### src/rtl/proc_pkg.sv
// proc_pkg: shared widths, halt opcode and fetch FSM state type
// Contents: ADDR_W (RAM word address width), DATA_W (instruction width),
//           HALT_OPCODE (opcode that stops fetching when halt detection is built in),
//           fetch_state_t (fetch FSM states).
package proc_pkg;
  localparam int ADDR_W = 4;
  localparam int DATA_W = 8;
  localparam logic [3:0] HALT_OPCODE = 4'hF;
  typedef enum logic [2:0] {
    S_IDLE = 3'd0,
    S_REQ  = 3'd1,
    S_WAIT = 3'd2,
    S_HOLD = 3'd3,
    S_HALT = 3'd4
  } fetch_state_t;
endpackage

### src/rtl/fetch_unit_if.sv
// fetch_unit_if: RAM read port, instruction handshake and jump request of the fetch unit
// Signals: run (fetch enable), mem_address/mem_rd/mem_data (RAM read, data one cycle after rd),
//          instr/instr_valid/instr_ready (instruction handshake), jump_valid/jump_target (PC load),
//          pc (next fetch address), halted (fetch stopped on halt opcode).
// Modports: master = fetch unit side, slave = RAM / control unit side.
interface fetch_unit_if;
  import proc_pkg::*;
  logic              run;
  logic [ADDR_W-1:0] mem_address;
  logic              mem_rd;
  logic [DATA_W-1:0] mem_data;
  logic [DATA_W-1:0] instr;
  logic              instr_valid;
  logic              instr_ready;
  logic              jump_valid;
  logic [ADDR_W-1:0] jump_target;
  logic [ADDR_W-1:0] pc;
  logic              halted;
  modport master (
    input  run, mem_data, instr_ready, jump_valid, jump_target,
    output mem_address, mem_rd, instr, instr_valid, pc, halted
  );
  modport slave (
    output run, mem_data, instr_ready, jump_valid, jump_target,
    input  mem_address, mem_rd, instr, instr_valid, pc, halted
  );
endinterface

### src/rtl/pc_counter.sv
// pc_counter: program counter with load and modulo-16 increment
// Ports: clock, reset (async active-low), load_i/load_value_i (load has priority),
//        inc_i (advance by one, wrapping 15 -> 0), pc_o (current value).
module pc_counter
  import proc_pkg::*;
(
  input  logic              clock,
  input  logic              reset,
  input  logic              load_i,
  input  logic [ADDR_W-1:0] load_value_i,
  input  logic              inc_i,
  output logic [ADDR_W-1:0] pc_o
);
  logic [ADDR_W-1:0] pc_q, pc_d;
  always_comb pc_d = load_i ? load_value_i : inc_i ? pc_q + 1'b1 : pc_q;
  always_ff @(posedge clock or negedge reset)
    if (!reset) pc_q <= '0;
    else pc_q <= pc_d;
  assign pc_o = pc_q;
endmodule

### src/rtl/fetch_unit.sv
// fetch_unit: instruction fetch FSM (IDLE/REQ/WAIT/HOLD/HALT) with instruction register
// Ports: clock, reset (async active-low), bus (fetch_unit_if.master: RAM read port,
//        instruction valid/ready handshake, jump request, pc and halted status).
// Build option: FETCH_HALT_DETECT_EN enables stopping in HALT after an opcode-F instruction
//               is consumed; without it halted is tied low and HALT is never entered.
module fetch_unit
  import proc_pkg::*;
(
  input  logic         clock,
  input  logic         reset,
  fetch_unit_if.master bus
);
  fetch_state_t      state_q, state_d;
  logic [DATA_W-1:0] instr_q, instr_d;
  logic              capture, handshake, halt_op;
  // a jump in WAIT drops the returning read data instead of capturing it
  assign capture   = state_q == S_WAIT && !bus.jump_valid;
  assign handshake = state_q == S_HOLD && bus.instr_ready;
`ifdef FETCH_HALT_DETECT_EN
  assign halt_op    = instr_q[DATA_W-1 -: 4] == HALT_OPCODE;
  assign bus.halted = state_q == S_HALT;
`else
  assign halt_op    = 1'b0;
  assign bus.halted = 1'b0;
`endif
  // jump overrides every state, including a coincident handshake
  always_comb begin
    state_d = state_q;
    if (bus.jump_valid) state_d = bus.run ? S_REQ : S_IDLE;
    else
      case (state_q)
        S_IDLE:  state_d = bus.run ? S_REQ : S_IDLE;
        S_REQ:   state_d = S_WAIT;
        S_WAIT:  state_d = S_HOLD;
        S_HOLD:  state_d = !handshake ? S_HOLD : halt_op ? S_HALT : bus.run ? S_REQ : S_IDLE;
        default: state_d = state_q;
      endcase
  end
  always_comb instr_d = capture ? bus.mem_data : instr_q;
  always_ff @(posedge clock or negedge reset)
    if (!reset) begin
      state_q <= S_IDLE;
      instr_q <= '0;
    end else begin
      state_q <= state_d;
      instr_q <= instr_d;
    end
  pc_counter u_pc (
    .clock        (clock),
    .reset        (reset),
    .load_i       (bus.jump_valid),
    .load_value_i (bus.jump_target),
    .inc_i        (capture),
    .pc_o         (bus.pc)
  );
  assign bus.mem_rd      = state_q == S_REQ;
  assign bus.mem_address = bus.pc;
  assign bus.instr       = instr_q;
  assign bus.instr_valid = state_q == S_HOLD;
endmodule
### src/flat_wrapper.sv
// flat-port wrapper written by rule: the top's interface ports become plain ports
module fetch_unit_flat import proc_pkg::*;
  (clock, reset, bus_run, bus_mem_data, bus_instr_ready, bus_jump_valid, bus_jump_target, bus_mem_address, bus_mem_rd, bus_instr, bus_instr_valid, bus_pc, bus_halted);
  fetch_unit_if bus_i ();
  input  logic clock;
  input  logic reset;
  input wire logic [$bits(bus_i.run)-1:0] bus_run;
  input wire logic [$bits(bus_i.mem_data)-1:0] bus_mem_data;
  input wire logic [$bits(bus_i.instr_ready)-1:0] bus_instr_ready;
  input wire logic [$bits(bus_i.jump_valid)-1:0] bus_jump_valid;
  input wire logic [$bits(bus_i.jump_target)-1:0] bus_jump_target;
  output wire logic [$bits(bus_i.mem_address)-1:0] bus_mem_address;
  output wire logic [$bits(bus_i.mem_rd)-1:0] bus_mem_rd;
  output wire logic [$bits(bus_i.instr)-1:0] bus_instr;
  output wire logic [$bits(bus_i.instr_valid)-1:0] bus_instr_valid;
  output wire logic [$bits(bus_i.pc)-1:0] bus_pc;
  output wire logic [$bits(bus_i.halted)-1:0] bus_halted;
  assign bus_i.run = bus_run;
  assign bus_i.mem_data = bus_mem_data;
  assign bus_i.instr_ready = bus_instr_ready;
  assign bus_i.jump_valid = bus_jump_valid;
  assign bus_i.jump_target = bus_jump_target;
  assign bus_mem_address = bus_i.mem_address;
  assign bus_mem_rd = bus_i.mem_rd;
  assign bus_instr = bus_i.instr;
  assign bus_instr_valid = bus_i.instr_valid;
  assign bus_pc = bus_i.pc;
  assign bus_halted = bus_i.halted;
  fetch_unit u_core (.clock(clock), .reset(reset), .bus(bus_i));
endmodule
### config.mk
export PLATFORM = sky130hd
export DESIGN_NAME = fetch_unit_flat
export DESIGN_NICKNAME = d
export VERILOG_FILES = /design/src/rtl/proc_pkg.sv /design/src/rtl/fetch_unit_if.sv /design/src/rtl/pc_counter.sv /design/src/rtl/fetch_unit.sv /design/src/flat_wrapper.sv
export SDC_FILE = /design/constraint.sdc
export NUM_CORES = 1
export LEC_CHECK = 0
export BUFFER_PORTS_ARGS = -buffer_cell sky130_fd_sc_hd__buf_2
export CAP_MARGIN = 15
export CORE_MARGIN = 2
export CORE_UTILIZATION = 33
export DETAILED_ROUTE_END_ITERATION = 10
export PLACE_DENSITY = 0.74
export SLEW_MARGIN = 25
export SYNTH_ARGS = -nofsm -noshare
export SYNTH_HDL_FRONTEND = slang
export SYNTH_SLANG_ARGS = --single-unit
### constraint.sdc
create_clock -name clock -period 3.7 [get_ports clock]
set_input_delay 0.925 -clock clock [delete_from_list [all_inputs] [get_ports clock]]
set_output_delay 0.925 -clock clock [all_outputs]
set_load 0.01 [all_outputs]
==> impl_metrics.yaml <==
status:
  status: "complete, no violations"
power:
  power.density_mw_per_mm2: 535
  ir_drop_mv: 0.181
  p_leak_nw: 0.432
routing:
  drc: 0
  wirelength_um: 1210
  drtPass1Iterations: 4
  avgRoutedWirePerCell_um: 10.5
  num_vias: 516
  postRouteAntennaNets: 0
  via_per_inst: 4.49
  drtIter0Drc: 8
cts:
  tritoncts: "built"
  root_buffer: "clkbuf_4"
  path_clk_slew_ns: 0.08
  cts_made_buffers: 3
  ctsLongestPathBuffers: 2
  post_cts_resized: 0
  cts_sinks: 14
  cts_htree_levels: 1
  cts_hold_buf: 0
  clk_latency_ns: 0.27
  postCtsSetupBuffers: 0
cells_and_area:
  layout_common_cells: "34 x buf_2, 14 x dfrtp_1, 8 x mux2_2"
  layoutNonFillerInstCount: 115
  final_common_cell: "buf_2"
  drive_above_1_share_pct: 53.4
  fin_area_sq_um: 857
  area_growth_pct: 30.0
  final_nets: 107
  num_antenna_cells: 0
  final_core_util_pct: 44.6
critical_path:
  path_class: "reg2out"
  path_buf_inv: 1
  worstPathRequired_ns: 2.77
  cp-end-kind: "primary output"
  crit_path_top_delay_cell: "dfrtp_1"
  r2r_start: "u_core.state_q[1]$_DFFE_PN0P_"
  crit_arrival_ns: 1.07
  startpoint_type: "flip-flop"
  regToRegSetupSlack_ns: 2.31
  reg2reg_to: "u_core.bus.instr[2]$_DFFE_PN0P_"
  ff2ff_path_depth: 2
  cp_top_family: "flip-flops"
  worstPathCellList: "and2_1 -> buf_2"
  critPathMaxStageDelay_ns: 0.46
  crit_fanout: 8
global_route:
  grt_pass1_wl_um: 1990
  first_global_vias: 468
  overflow: 0
  grt_max_degree: 15
  antenna_found_initial: 0
  grtUsageTotal_pct: 10.8
logic_synthesis:
  ys_seq_area_share_pct: 53.1
  synth_nets: 74
  synth_top_family_by_area: "multiplexers"
  synth_compound_area_share_pct: 7.59
  syn-instance-count: 56
  yosys_warnings: 0
  synth_cell_types: 23
  yosys.area_share.adder_pct: 1.90
  synthXorXnorAreaFrac_pct: 2.66
  yosys-mux-area-fraction_pct: 15.2
  netlist_area_sq_um: 659
  avgSynthCellArea_sq_um: 11.8
  synth_seq_cells: 14
  synth_simple_gate_area_share_pct: 11.4
placed_design:
  placed_cells: 111
  gp_congestion: 0.641
  placed_area_sq_um: 821
  portBuffers: 34
floorplanning:
  die_x_um: 48.7
  die_area_sq_mm: 0.00237
  num_rows: 16
  die_h_um: 48.7
  io_pins: 36
  fp.coreArea_sq_mm: 0.00192
  initial_core_util_pct: 34.3
min_path:
  hp-start: "u_core.bus.instr[7]$_DFFE_PN0P_"
  hold_path.class: "reg2reg"
  hold_end: "u_core.bus.instr[7]$_DFFE_PN0P_"
  worst_hold_path.num_cells: 1
sta:
  setup_violations: 0
  period_share_pct: 54.0
  hold_slack_ns: 0.506
  fin_crit_ns: 2.00
  rsz0062_at_grt: "false"
  fin_skew_ns: 0.000844
  drv_slew: 0
  timing.fmax_mhz: 501
  hold_violations: 0
  tns_ns: 0
run:
  drv_cap: 0
logic make-up (layout without fill, tap and decap cells):
group / Yosys count / in the layout
XOR/XNOR: 2 / 2
flip-flops: 14 / 14
AND/OR/NAND/NOR: 12 / 12
other: 1 / 1
buffers and inverters: 8 / 40
AO/OA/AOI/OAI: 9 / 9
adder cells (fa/ha/maj): 1 / 1
multiplexers: 9 / 9
flip-flops by register name, indices dropped and copies added (netlist names):
name              flops
u_core.state_q        2
u_core.u_pc.pc_o      4
u_core.bus.instr      8
where the power goes:
part / switching (mW) / leakage [nW] / internal [mW]
Combinational: 0.0618 / 0.243 / 0.0712
Clock: 0.0477 / 0.0210 / 0.0598
Sequential: 0.0253 / 0.167 / 0.192
Total: 0.135 / 0.432 / 0.323
per-stage QoR:
stage,setup WS [ns],total power [mW]
after floorplan,1.78,0.301
final,1.70,0.458
after CTS,1.70,0.464
after global routing,1.63,0.486
after global placement,1.70,0.352
after detailed placement,1.67,0.356
synthesized netlist by cell type (all sizes together):
cell type,instances,area share [%]
conb,1,0.57
inv,2,1.1
buf,6,6.5
nor2b,1,0.95
or3,1,0.95
ha,1,1.9
xor2,2,2.7
a211oi,1,1.1
a21oi,2,1.5
dfrtp,14,53
mux2,8,14
a31oi,1,0.95
mux2i,1,1.5
nand3,1,0.76
nand2,3,1.7
o22ai,1,0.95
nor2,2,1.1
and2,1,0.95
o21ai,4,3.0
nor3b,1,2.8
nand3b,1,1.1
nand2b,1,0.95
worst max-delay path by stage:
stage,start,to,depth (start not counted)
detailed placement,bus_jump_valid,u_core.bus.instr[2]$_DFFE_PN0P_,3
finish,u_core.state_q[1]$_DFFE_PN0P_,bus_instr_valid,2
CTS,u_core.state_q[1]$_DFFE_PN0P_,bus_instr_valid,2
floorplan,bus_jump_valid,u_core.bus.instr[0]$_DFFE_PN0P_,3
global placement,bus_jump_valid,u_core.bus.instr[2]$_DFFE_PN0P_,3
global route,u_core.state_q[0]$_DFFE_PN0P_,bus_mem_rd,2
final cells by class:
cell class / count / area, sq um
tap: 27 / 33.8
timing repair buffer: 34 / 170
fill: 193 / 1060
sequential: 14 / 350
multi-input combinational: 34 / 259
inverter: 2 / 7.51
clock buffer: 4 / 36.3
layer usage:
layer | vias up | track usage (%) | share of wire, %
li1 | 251 | - | -
met1 | 235 | 12.0 | 43
met2 | 28 | 17.6 | 44
met3 | 2 | 4.63 | 12
met4 | 0 | 5.71 | 0.74
met5 | - | 0 | 0
(Power assumes the default switching activity.)
